$ cat src/rtl/hamming_secded_codec.sv
// Parametrised SEC-DED Hamming codec with a registered valid/ready stage.
// Each accepted word is either encoded or decoded/corrected, as chosen by select.
// Two saturating counters track corrected and uncorrectable decodes.
module hamming_secded_codec #(
    parameter int unsigned DATA_W = 4,
    parameter int unsigned CNT_W  = 8,
    // Smallest r with 2^r >= DATA_W + r + 1, valid for DATA_W in 1..57
    localparam int unsigned PAR_W  = (DATA_W <= 1)  ? 2 :
                                     (DATA_W <= 4)  ? 3 :
                                     (DATA_W <= 11) ? 4 :
                                     (DATA_W <= 26) ? 5 : 6,
    localparam int unsigned CODE_W = DATA_W + PAR_W + 1
) (
    input  logic              clk,
    input  logic              rst,
    input  logic              select,
    input  logic              in_valid,
    output logic              in_ready,
    input  logic [CODE_W-1:0] in_data,
    output logic              out_valid,
    input  logic              out_ready,
    output logic [CODE_W-1:0] out_data,
    output logic [1:0]        out_status,
    input  logic              clr_cnt,
    output logic [CNT_W-1:0]  corr_cnt,
    output logic [CNT_W-1:0]  uncorr_cnt
);

    localparam logic [1:0] ST_CLEAN   = 2'b00;
    localparam logic [1:0] ST_CORR    = 2'b01;
    localparam logic [1:0] ST_UNCORR  = 2'b10;
    localparam logic [1:0] ST_OVERALL = 2'b11;

    // Hamming positions that are powers of two hold parity, the rest hold payload
    function automatic logic is_pow2(input int pos);
        return (pos & (pos - 1)) == 0;
    endfunction

    function automatic logic [CODE_W-1:0] encode_word(input logic [DATA_W-1:0] d);
        logic [CODE_W-1:0] c;
        logic              p;
        int                j;
        c = '0;
        j = 0;
        for (int pos = 1; pos < int'(CODE_W); pos++) begin
            if (!is_pow2(pos)) begin
                c[pos-1] = d[j];
                j++;
            end
        end
        // Parity positions never cover each other, so filling them in order is safe
        for (int k = 0; k < int'(PAR_W); k++) begin
            p = 1'b0;
            for (int pos = 1; pos < int'(CODE_W); pos++) begin
                if (((pos >> k) & 1) == 1) begin
                    p = p ^ c[pos-1];
                end
            end
            c[(1 << k) - 1] = p;
        end
        c[CODE_W-1] = ^c[CODE_W-2:0];
        return c;
    endfunction

    function automatic logic [DATA_W-1:0] extract_data(input logic [CODE_W-1:0] c);
        logic [DATA_W-1:0] d;
        int                j;
        d = '0;
        j = 0;
        for (int pos = 1; pos < int'(CODE_W); pos++) begin
            if (!is_pow2(pos)) begin
                d[j] = c[pos-1];
                j++;
            end
        end
        return d;
    endfunction

    function automatic int syndrome(input logic [CODE_W-1:0] c);
        int s;
        s = 0;
        for (int pos = 1; pos < int'(CODE_W); pos++) begin
            if (c[pos-1]) begin
                s = s ^ pos;
            end
        end
        return s;
    endfunction

    logic              accept;
    int                syn;
    logic              pb;
    logic [CODE_W-1:0] fixed_word;
    logic [DATA_W-1:0] dec_data;
    logic [1:0]        dec_status;
    logic [CODE_W-1:0] nxt_data;
    logic [1:0]        nxt_status;
    logic              corr_inc;
    logic              uncorr_inc;

    assign in_ready = !out_valid || out_ready;
    assign accept   = in_valid && in_ready;

    // Syndrome decode and single-bit correction of the incoming codeword
    always_comb begin
        syn        = syndrome(in_data);
        pb         = ^in_data;
        fixed_word = in_data;
        for (int pos = 1; pos < int'(CODE_W); pos++) begin
            if (pos == syn) begin
                fixed_word[pos-1] = ~in_data[pos-1];
            end
        end
        dec_data   = extract_data(in_data);
        dec_status = ST_CLEAN;
        if (syn != 0 && pb) begin
            // A syndrome beyond the last position cannot come from one flipped bit
            if (syn >= int'(CODE_W)) begin
                dec_status = ST_UNCORR;
            end else begin
                dec_data   = extract_data(fixed_word);
                dec_status = ST_CORR;
            end
        end else if (syn == 0 && pb) begin
            dec_status = ST_OVERALL;
        end else if (syn != 0) begin
            dec_status = ST_UNCORR;
        end
    end

    // Select the result for the current mode and the counter increments
    always_comb begin
        nxt_data   = encode_word(in_data[DATA_W-1:0]);
        nxt_status = ST_CLEAN;
        if (select) begin
            nxt_data   = CODE_W'(dec_data);
            nxt_status = dec_status;
        end
        corr_inc   = accept && select &&
                     (dec_status == ST_CORR || dec_status == ST_OVERALL);
        uncorr_inc = accept && select && (dec_status == ST_UNCORR);
    end

    // Output register: load on accept, drop valid once consumed with nothing new
    always_ff @(posedge clk) begin
        if (rst) begin
            out_valid  <= 1'b0;
            out_data   <= '0;
            out_status <= ST_CLEAN;
        end else if (accept) begin
            out_valid  <= 1'b1;
            out_data   <= nxt_data;
            out_status <= nxt_status;
        end else if (out_ready) begin
            out_valid  <= 1'b0;
        end
    end

    // Saturating error counters; clear beats a simultaneous increment
    always_ff @(posedge clk) begin
        if (rst || clr_cnt) begin
            corr_cnt   <= '0;
            uncorr_cnt <= '0;
        end else begin
            if (corr_inc && corr_cnt != '1) begin
                corr_cnt <= corr_cnt + 1'b1;
            end
            if (uncorr_inc && uncorr_cnt != '1) begin
                uncorr_cnt <= uncorr_cnt + 1'b1;
            end
        end
    end

endmodule

$ cat config.mk
export PLATFORM = sky130hd
export DESIGN_NAME = hamming_secded_codec
export DESIGN_NICKNAME = d
export VERILOG_FILES = /design/src/rtl/hamming_secded_codec.sv
export SDC_FILE = /design/constraint.sdc
export NUM_CORES = 1
export LEC_CHECK = 0
export CAP_MARGIN = 20
export CORE_ASPECT_RATIO = 0.5
export CORE_MARGIN = 2
export CORE_UTILIZATION = 54
export DETAILED_ROUTE_END_ITERATION = 10
export GPL_ROUTABILITY_DRIVEN = 0
export PLACE_DENSITY = 0.85
export SLEW_MARGIN = 20
export SYNTH_ARGS = -nofsm -noshare
export SYNTH_HDL_FRONTEND = slang
export SYNTH_SLANG_ARGS = --single-unit
$ cat constraint.sdc
create_clock -name clk -period 6.5 [get_ports clk]
set_input_delay 1.3 -clock clk [delete_from_list [all_inputs] [get_ports clk]]
set_output_delay 1.3 -clock clk [all_outputs]
set_load 0.05 [all_outputs]
After elaboration in Yosys (flattened, before gate mapping)
Index checks and enable logic that the tools add are counted.

Multiplexer cells: 42. Bitwise logic cells: 16. $add $sub $neg: 4. Reduce and logical (&&, ||, !) cells: 20. Order comparisons: 7. Eq/ne operators: 9.

Operators with widths (count): 32-bit 2-to-1 mux (6); 4-bit by 32-bit == test with 1-bit output, first input constant (3); 32-bit by 1-bit greater-or-equal comparator with 1-bit output, second input constant (3); 32-bit by 4-bit less-than comparator with 1-bit output, second input constant (3); 32-bit by 2-bit adder with 32-bit output, second input constant (2); 3-bit by 32-bit == test with 1-bit output, first input constant (1); 32-bit logical NOT (1); 32-bit nonzero test (1); 4-bit 2-to-1 mux (6); 8-bit by 1-bit adder with 8-bit output, second input constant (2); 8-bit inequality test, second input constant (2); 2-bit 2-to-1 mux (7); 4-bit bitwise mux (3); 1-bit 2-to-1 mux (12); 3-bit 2-to-1 mux (4); 1-bit logical AND (11); 8-bit 2-to-1 mux (1); 8-bit XOR reduction (1); 7-bit XOR reduction (1); 1-bit demux with 2-bit select (3); 2-bit NOT (3); 1-bit XOR (6); 2-bit == test, second input constant (2); 3-bit by 4-bit greater-or-equal comparator with 1-bit output, second input constant (1); other kinds (7) (13).

Flip-flop bits (word level): 27. Input port bits: 14. Output and inout port bits: 28.

Logic depth before layout (Yosys ltp)
Gate-level depths: netlist (run 1).

Word-level depth: 28. Depth in mapped cells: 12.

Worst setup path after synthesis (run 1)
OpenSTA, ideal clock, no wires.

Path kind: input to register. Start: in in_data[2]. End: reg corr_cnt[0]. Required time: 6.372 ns. Arrival time: 3.498 ns. Stages on the path: 10. Slack: 2.874 ns. Path through: buf_6 > xnor2_2 > nand2_2 > o22a_1 > mux4_2 > ha_1 > o2111ai_2 > nor2_1 > xnor2_1 > nor2_1.

Longest elaborated chain between the ends: 15. Elaborated cells between the ends (all ways): 23.

RTL lines: start: declaration (line 19) `input logic [CODE_W-1:0] in_data,`; 2-bit 2-to-1 mux (line 83) `if (c[pos-1]) begin`; 3-bit 2-to-1 mux (line 83); 2-bit NOT (no line) or 3-bit 2-to-1 mux (tied branches); 3-bit 2-to-1 mux or 2-bit NOT (tied branches); 3-bit 2-to-1 mux (line 83); 3-bit NOT (no line); 3-bit 2-to-1 mux (line 83); 32-bit nonzero test or 32-bit logical NOT (tied branches) (line 116, 126, 124); 2-bit 2-to-1 mux or 1-bit logical AND (tied branches) (line 126, 124); 2-bit 2-to-1 mux (line 124) `end else if (syn == 0 && pb) begin`; 2-bit 2-to-1 mux * (line 116) `if (syn != 0 && pb) begin`; 2-bit by 1-bit == test with 1-bit output or 2-bit == test (tied branches) (line 140) `(dec_status == ST_CORR || dec_status == ST_OVERALL);`; 1-bit logical OR * (line 140); 1-bit logical AND * (line 139) `corr_inc = accept && select &&`; 1-bit logical AND * (line 165) `if (corr_inc && corr_cnt != '1) begin`; end signal: assignment (line 166) `corr_cnt <= corr_cnt + 1'b1;`; end: declaration (line 25) `output logic [CNT_W-1:0] corr_cnt,`.

Every way passes the cells marked *; elsewhere a longest branch is shown, timed or not. A chain may end at the register's enable or synchronous reset.

Worst setup path after layout (run 1)
Ends and elaborated chain as after synthesis.

==> results by group, run 1 <==
Route
  – Vias: ~1700
  – 1st-pass router iterations: 4
  – DR vias/cell: 5.72
  – WL final: 4070 microns
  – DRC Markers: 0
  – DR WL/cell: 13.6 microns
  – Starting DRT DRC Count: between 50 and 60
  – Routed Antenna Nets: 0

Clock tree
  – Clock sink count: 27
  – Cts bufs inserted: 3
  – Root Driver: clkbuf_8
  – Worst skew pair latency: 0.28 ns
  – CTS Buffer Depth: 2
  – Hold-fix buffers, CTS: 0
  – CTS resizes: 0
  – Setup repair bufs after CTS: 0
  – Clk pin slew, worst setup/hold paths: 0.10 ns
  – CTS H-tree lvls: 1
  – CTS tree: yes

Floorplan
  – Chip Width: 86.2 microns
  – Die area: just under 4000 sq um
  – Core Area: 3100 sq um
  – Initial core utilization: 0.588
  – Die Span Y: 45.1 microns
  – Row count: 14
  – I/O Pins: 42

Timing
  – Slack of the critical path: 2.09 ns
  – Setup violations, final: 0
  – Max-Slew Margin vs Limit: 0.632
  – Fmax achieved: 227 MHz
  – Worst Skew: 0.000811 ns
  – RSZ-0062 raised after global routing: false
  – Tcrit/Tclk final: 0.678
  – Least-Margin Pin Slew: 0.550 ns
  – Final hold vios: 0
  – Min Tclk post-route: 4.41 ns
  – Setup TNS: 0 ns
  – Max-slew violation count: 0

Synth
  – Post-synthesis sequential area ratio: 0.296
  – Synth Instances: about 230
  – Ys async rst share: 0
  – Flops & latches, synth: 27
  – Unique masters post-synth: 47
  – Cell accounting for the most synthesized area: dfxtp_1
  – Avg Cell Area, Syn: 8.00 sq um
  – Mapped cell area: between 1500 and 2000 sq um
  – Syn nets: 247
  – Post-synth EDFFs: 0
  – Top cells by area, synth: dfxtp_1 30%, xnor2_1 9.6%, nor2_1 5.6%
  – Synth top area share: 0.296
  – Synth warnings: 0
  – Main synth FF type: dfxtp_1
  – Commonest cells post-synth: 27 x dfxtp_1, 27 x nor2_1, 21 x nand2_1

Setup path
  – Crit path kind: primary input to flip-flop
  – Most Frequent Cell on Critical Path: nor2_1
  – Worst EP arrival: 4.58 ns
  – Critical path's slowest cell: clkdlybuf4s50_1
  – CP peak stage delay: 0.74 ns
  – Worst EP required: ~6.7 ns
  – Worst path cell trace: clkdlybuf4s50_1 -> xor2_2 -> nand2b_1 -> o22a_2 -> mux4_2 -> ha_1 -> o2111ai_2 -> nor2_1 -> xnor2_1 -> nor2_1
  – Critical Path End Type: flip-flop
  – R2r worst-path depth: 5
  – Crit Reg-Reg Startpoint: out_valid
  – R2R Setup Slk: 4.88 ns
  – Critical Path Fanout Max: 14
  – Startpoint types: primary input
  – Reg-to-Reg End: out_data[2]

Global route
  – First-pass GRT wire length: about 6700 microns
  – Vias in the first global route: between 1000 and 1500
  – GRT overflow: 0
  – Total GRT Usage: 0.217
  – Pin count of the biggest net entering global routing: 17
  – Antenna violations before repair: 0

Placement
  – Pre-CTS setup slack: 1.82 ns
  – Port-buffer cells: 41
  – HPWL after DPL: just over 3000 microns

Layout
  – Filler Cell Count: approximately 250
  – Fraction of layout cells with a size suffix above 1: 0.0695
  – Register cell area after layout: about 540 sq um
  – Area of the multi-input gates: approximately 1200 sq um
  – Inserted Diodes: 0
  – Layout Nets: 279
  – Area Overhead vs Synth: 24.0%

Hold path
  – Hold Startpoint: out_data[6]
  – Hold Path Sink: out_data[6]
  – Hold Path Stages: 2
  – Worst Hold Class: flip-flop to flip-flop

Power
  – PD cells: 184 nW/um^2
  – Leak Pwr: 0.000749 uW
  – Peak supply drop: approximately 0.00010 V

Outcome
  – Run status: finished, final reports clean

Run
  – Number of max-cap violations: 0
cell type report:
type	count	share of cell area
well taps	40	0.0221
flip-flops and latches	27	0.239
clock buffers	3	0.0183
inverters	5	0.00831
multi-input cells	182	0.527
repair buffers	41	0.182
clock inverters	1	0.00332
cell usage in the layout (no fill, tap or decap), types with 3 or more instances in the layout:
master | netlist | layout
clkbuf_8 | 0 | 3
a21oi_1 | 13 | 13
o211ai_1 | 4 | 4
xor2_1 | 4 | 4
nor4_1 | 5 | 5
nor3_1 | 14 | 14
dfxtp_1 | 27 | 27
ha_1 | 5 | 5
clkdlybuf4s50_1 | 0 | 41
o21ai_0 | 5 | 5
xnor2_1 | 20 | 20
nand2_1 | 21 | 21
nand2b_1 | 3 | 3
nor2_1 | 27 | 27
nor3b_1 | 6 | 6
inv_1 | 5 | 5
nand3_1 | 13 | 13
worst max path at each step:
stage                    start           to  slack, ns
finish              in_data[2]  corr_cnt[0]       2.09
global route        in_data[2]  corr_cnt[6]       1.81
CTS                 in_data[2]  corr_cnt[0]       2.12
detailed placement  in_data[2]  corr_cnt[0]       1.82
global placement    in_data[2]  corr_cnt[5]       1.93
floorplan           in_data[2]  corr_cnt[0]       2.87
per-layer routing:
metal | track usage | vias to the layer above | wire [microns]
li1 | - | 864 | -
met1 | 0.290 | 786 | 1920
met2 | 0.372 | 52 | 1880
met3 | 0.0329 | 7 | 239
met4 | 0.0719 | 0 | 33
met5 | 0 | - | 0
sequential cells by signal, summed over array words and instances, names as in the netlist:
register    count
out_data        8
uncorr_cnt      8
out_status      2
corr_cnt        8
out_valid       1
worst max-delay path, delay by kind of cell:
kind | cells | cell delay [ns]
xor gates and xnor gates | 2 | 0.65
AOI/OAI and AO/OA | 2 | 0.71
adders and majority gates | 1 | 0.32
and+or+nand+nor | 3 | 0.40
buffers and inverters | 1 | 0.74
muxes | 1 | 0.46
cell families (layout without fill, tap and decap cells):
group                    after synthesis  after routing  synth area share
XOR/XNOR                              28             28             0.151
flip-flops                            27             27             0.297
AO/OA/AOI/OAI                         39             39             0.141
adder cells (fa/ha/maj)                5              5            0.0343
buffers and inverters                 19             50            0.0501
multiplexers                           4              4            0.0357
AND/OR/NAND/NOR                      106            106             0.291
where the power goes:
group          switching (uW)  internal (uW)
combinational            86.9           51.9
sequential               3.11            171
clock                    58.7           43.7
stage by stage:
stage                     hold WS, ns  utilization  instances  instance area (sq um)  power (uW)
after global placement          0.441        0.713        295                   2210         311
after CTS                       0.467        0.729        299                   2260         415
after global routing            0.496        0.729        299                   2260         435
after detailed placement        0.452        0.713        295                   2210         315
final                           0.464        0.729        299                   2260         415
after floorplan                 0.671            -        228                   1820         280
Power figures use the tool's default switching activity.
==> run 2, diff against run 1 <==
Settings changed: CORE_UTILIZATION 54 to 50, PLACE_DENSITY 0.85 to 0.8.
Clock period 6.5 ns to 4.2 ns, I/O delays scaled along.
==> run 2 against run 1 <==
  * Register-to-register slack got worse by 2.3 ns
  * Global-route usage decreased by 0.59 points
  * First-iteration DRC count increased by 18%
  * Sequential share of layout area decreased by 0.61 points
  * Sequential power increased by 55%
  * Critical path depth unchanged
  * Design area increased by 2.6%
  * Combinational power increased by 60%
  * Hold slack got worse by 0.0035 ns
  * Via count increased by 1.1%
  * Worst setup slack got worse by 1.6 ns
  * Non-clock buffer count increased by 6
  * Largest power group unchanged
==> results by group, run 2 (synthesized netlist as in run 1, its figures left out) <==
Outcome
  – Run status: finished, final reports clean

Clock tree
  – CTS resizes: 0 (unchanged)
  – Worst skew pair latency: 0.28 ns (about the same)
  – Root Driver: clkbuf_8
  – Clock sink count: 27 (unchanged)
  – Hold-fix buffers, CTS: 0 (unchanged)
  – CTS tree: yes
  – CTS Buffer Depth: 2 (unchanged)
  – Cts bufs inserted: 3 (unchanged)
  – CTS H-tree lvls: 1 (unchanged)
  – Clk pin slew, worst setup/hold paths: 0.10 ns (about the same)
  – Setup repair bufs after CTS: 0 (unchanged)

Power
  – Design Power: 647 uW (+56%)
  – Peak supply drop: 0.000143 V (+40%)
  – PD cells: 279 nW/um^2 (+52%)
  – Leak Pwr: 0.000777 uW (+3.9%)

Setup path
  – Most Frequent Cell on Critical Path: nor2_1
  – CP peak stage delay: 0.63 ns (-0.11 ns)
  – Crit Reg-Reg Startpoint: out_valid
  – Worst EP required: 4.37 ns (-2.30 ns)
  – Startpoint types: primary input
  – R2r worst-path depth: 5 (unchanged)
  – Critical Path End Type: flip-flop
  – Critical Path Fanout Max: 9 (-5)
  – Delay-heaviest family, CP: compound AO/OA/AOI/OAI gates
  – Worst path cell trace: clkdlybuf4s50_1 -> xnor2_2 -> nand2_2 -> o22a_1 -> mux4_2 -> ha_1 -> o2111ai_2 -> nor2_1 -> xnor2_1 -> nor2_1
  – R2R Setup Slk: 2.54 ns (-2.34 ns)
  – Reg-to-Reg End: out_data[2]
  – Worst EP arrival: 3.92 ns (-0.66 ns)
  – Bufs and invs on worst path: 1 (unchanged)
  – Crit path kind: primary input to flip-flop
  – Critical path's slowest cell: clkdlybuf4s50_1

Floorplan
  – Die Span Y: 46.7 microns (+3.6%)
  – Initial core utilization: 0.528 (-0.0601)
  – Row count: 15 (+1)
  – Die area: 4170 sq um (+7.4%)
  – I/O Pins: 42 (unchanged)
  – Core Area: 3450 sq um (+11%)
  – Chip Width: 89.4 microns (+3.7%)

Global route
  – GRT overflow: 0 (unchanged)
  – First-pass GRT wire length: 6700 microns (+0.72%)
  – Pin count of the biggest net entering global routing: 17 (unchanged)
  – Antenna violations before repair: 0 (unchanged)
  – Total GRT Usage: 0.212 (-0.00587)
  – Vias in the first global route: 1431 (-2.1%)

Route
  – 1st-pass router iterations: 4 (unchanged)
  – Starting DRT DRC Count: 60 (+18%)
  – DR vias/cell: 5.47 (-4.3%)
  – WL final: 4230 microns (+4.0%)
  – DRC Markers: 0 (unchanged)
  – Vias: 1728 (+1.1%)
  – DR WL/cell: 13.4 microns (-1.6%)
  – Routed Antenna Nets: 0 (unchanged)

Timing
  – Tcrit/Tclk final: 0.894
  – Final hold vios: 0 (unchanged)
  – Worst Skew: 0.00264 ns (+0.00183 ns)
  – Max-Slew Margin vs Limit: 0.637 (+0.00477)
  – Min Tclk post-route: 3.75 ns
  – Max-slew violation count: 0 (unchanged)
  – Fmax achieved: between 200 and 300 MHz
  – Least-Margin Pin Slew: 0.543 ns (-0.00713 ns)
  – RSZ-0062 raised after global routing: false
  – Setup TNS: 0 ns (unchanged)
  – Setup violations, final: 0 (unchanged)

Layout
  – Inserted Diodes: 0 (unchanged)
  – Most common cell after layout, fill and taps aside: clkdlybuf4s50_1
  – Filler Cell Count: 307 (+25%)
  – Highest-count cells in the layout ignoring fill and taps: 41 x clkdlybuf4s50_1, 27 x nor2_1, 27 x dfxtp_1
  – Regs by FF count: corr_cnt x8, out_data x8, uncorr_cnt x8
  – Fraction of layout cells with a size suffix above 1: 0.0906 (+0.0211)
  – Area Overhead vs Synth: 27.2%
  – Layout Nets: 285 (+2.2%)

Hold path
  – Hold Path Stages: 2 (unchanged)
  – Hold Path Sink: out_data[4]
  – Worst Hold Class: flip-flop to flip-flop
  – Hold Startpoint: out_data[4]

Placement
  – Port-buffer cells: 41 (unchanged)
  – HPWL after DPL: 3190 microns (+4.5%)

Run
  – Number of max-cap violations: 0 (unchanged)
[run 2: cell types whose count changed in the layout (fill, tap and decap cells not counted)]
cell   delta
buf_4     +6
[run 2: through the flow]
stage | area, sq um | hold slack [ns] | cells | util | setup slack [ns]
2_1_floorplan | 1820 | 0.671 | 228 | - | 1.03
3_3_place_gp | 2270 | 0.442 | 312 | 0.657 | 0.275
3_5_place_dp | 2270 | 0.452 | 312 | 0.657 | 0.169
4_1_cts | 2320 | 0.466 | 316 | 0.671 | 0.461
5_1_grt | 2320 | 0.495 | 316 | 0.671 | 0.256
6_report | 2320 | 0.460 | 316 | 0.671 | 0.446
[run 2: worst min-delay path, cell delays in order (launching register included)]
cell and delay [ns]:
dfxtp_1 0.32, nand2_1 0.05, a21oi_1 0.05
[run 2: layout make-up]
| cell class | count | area, sq um | area share |
|---|---|---|---|
| clock buffer | 3 | 41.3 | 0.0178 |
| clock inverter | 1 | 7.51 | 0.00324 |
| inverter | 5 | 18.8 | 0.00809 |
| multi-input combinational | 182 | 1190 | 0.514 |
| sequential | 27 | 541 | 0.233 |
| tap | 51 | 63.8 | 0.0275 |
| timing repair buffer | 47 | 455 | 0.196 |
[run 2: worst max path at each step]
stage / start / endpoint / slack, ns / depth (start not counted)
floorplan: in_data[2] / corr_cnt[0] / 1.03 / 10
global placement: in_data[2] / corr_cnt[4] / 0.27 / 10
detailed placement: in_data[2] / corr_cnt[0] / 0.17 / 10
CTS: in_data[2] / corr_cnt[0] / 0.46 / 10
global route: in_data[2] / corr_cnt[5] / 0.26 / 10
finish: in_data[2] / corr_cnt[0] / 0.45 / 10
[run 2: report_power, final]
part | total, uW | switching, uW | internal, uW
Clock | 155 | 87.4 | 67.5
Sequential | 269 | 4.98 | 264
Combinational | 223 | 137 | 85.9
Total | 647 | 229 | 418
[run 2: metal layers]
metal | share of wire | global-route usage | up-vias | wire length (microns)
met5 | 0 | 0 | - | 0
met1 | 0.47 | 0.293 | 794 | 1990
met4 | 0.015 | 0.0657 | 0 | 62
met2 | 0.47 | 0.350 | 55 | 1980
met3 | 0.047 | 0.0269 | 6 | 200
li1 | - | - | 873 | -
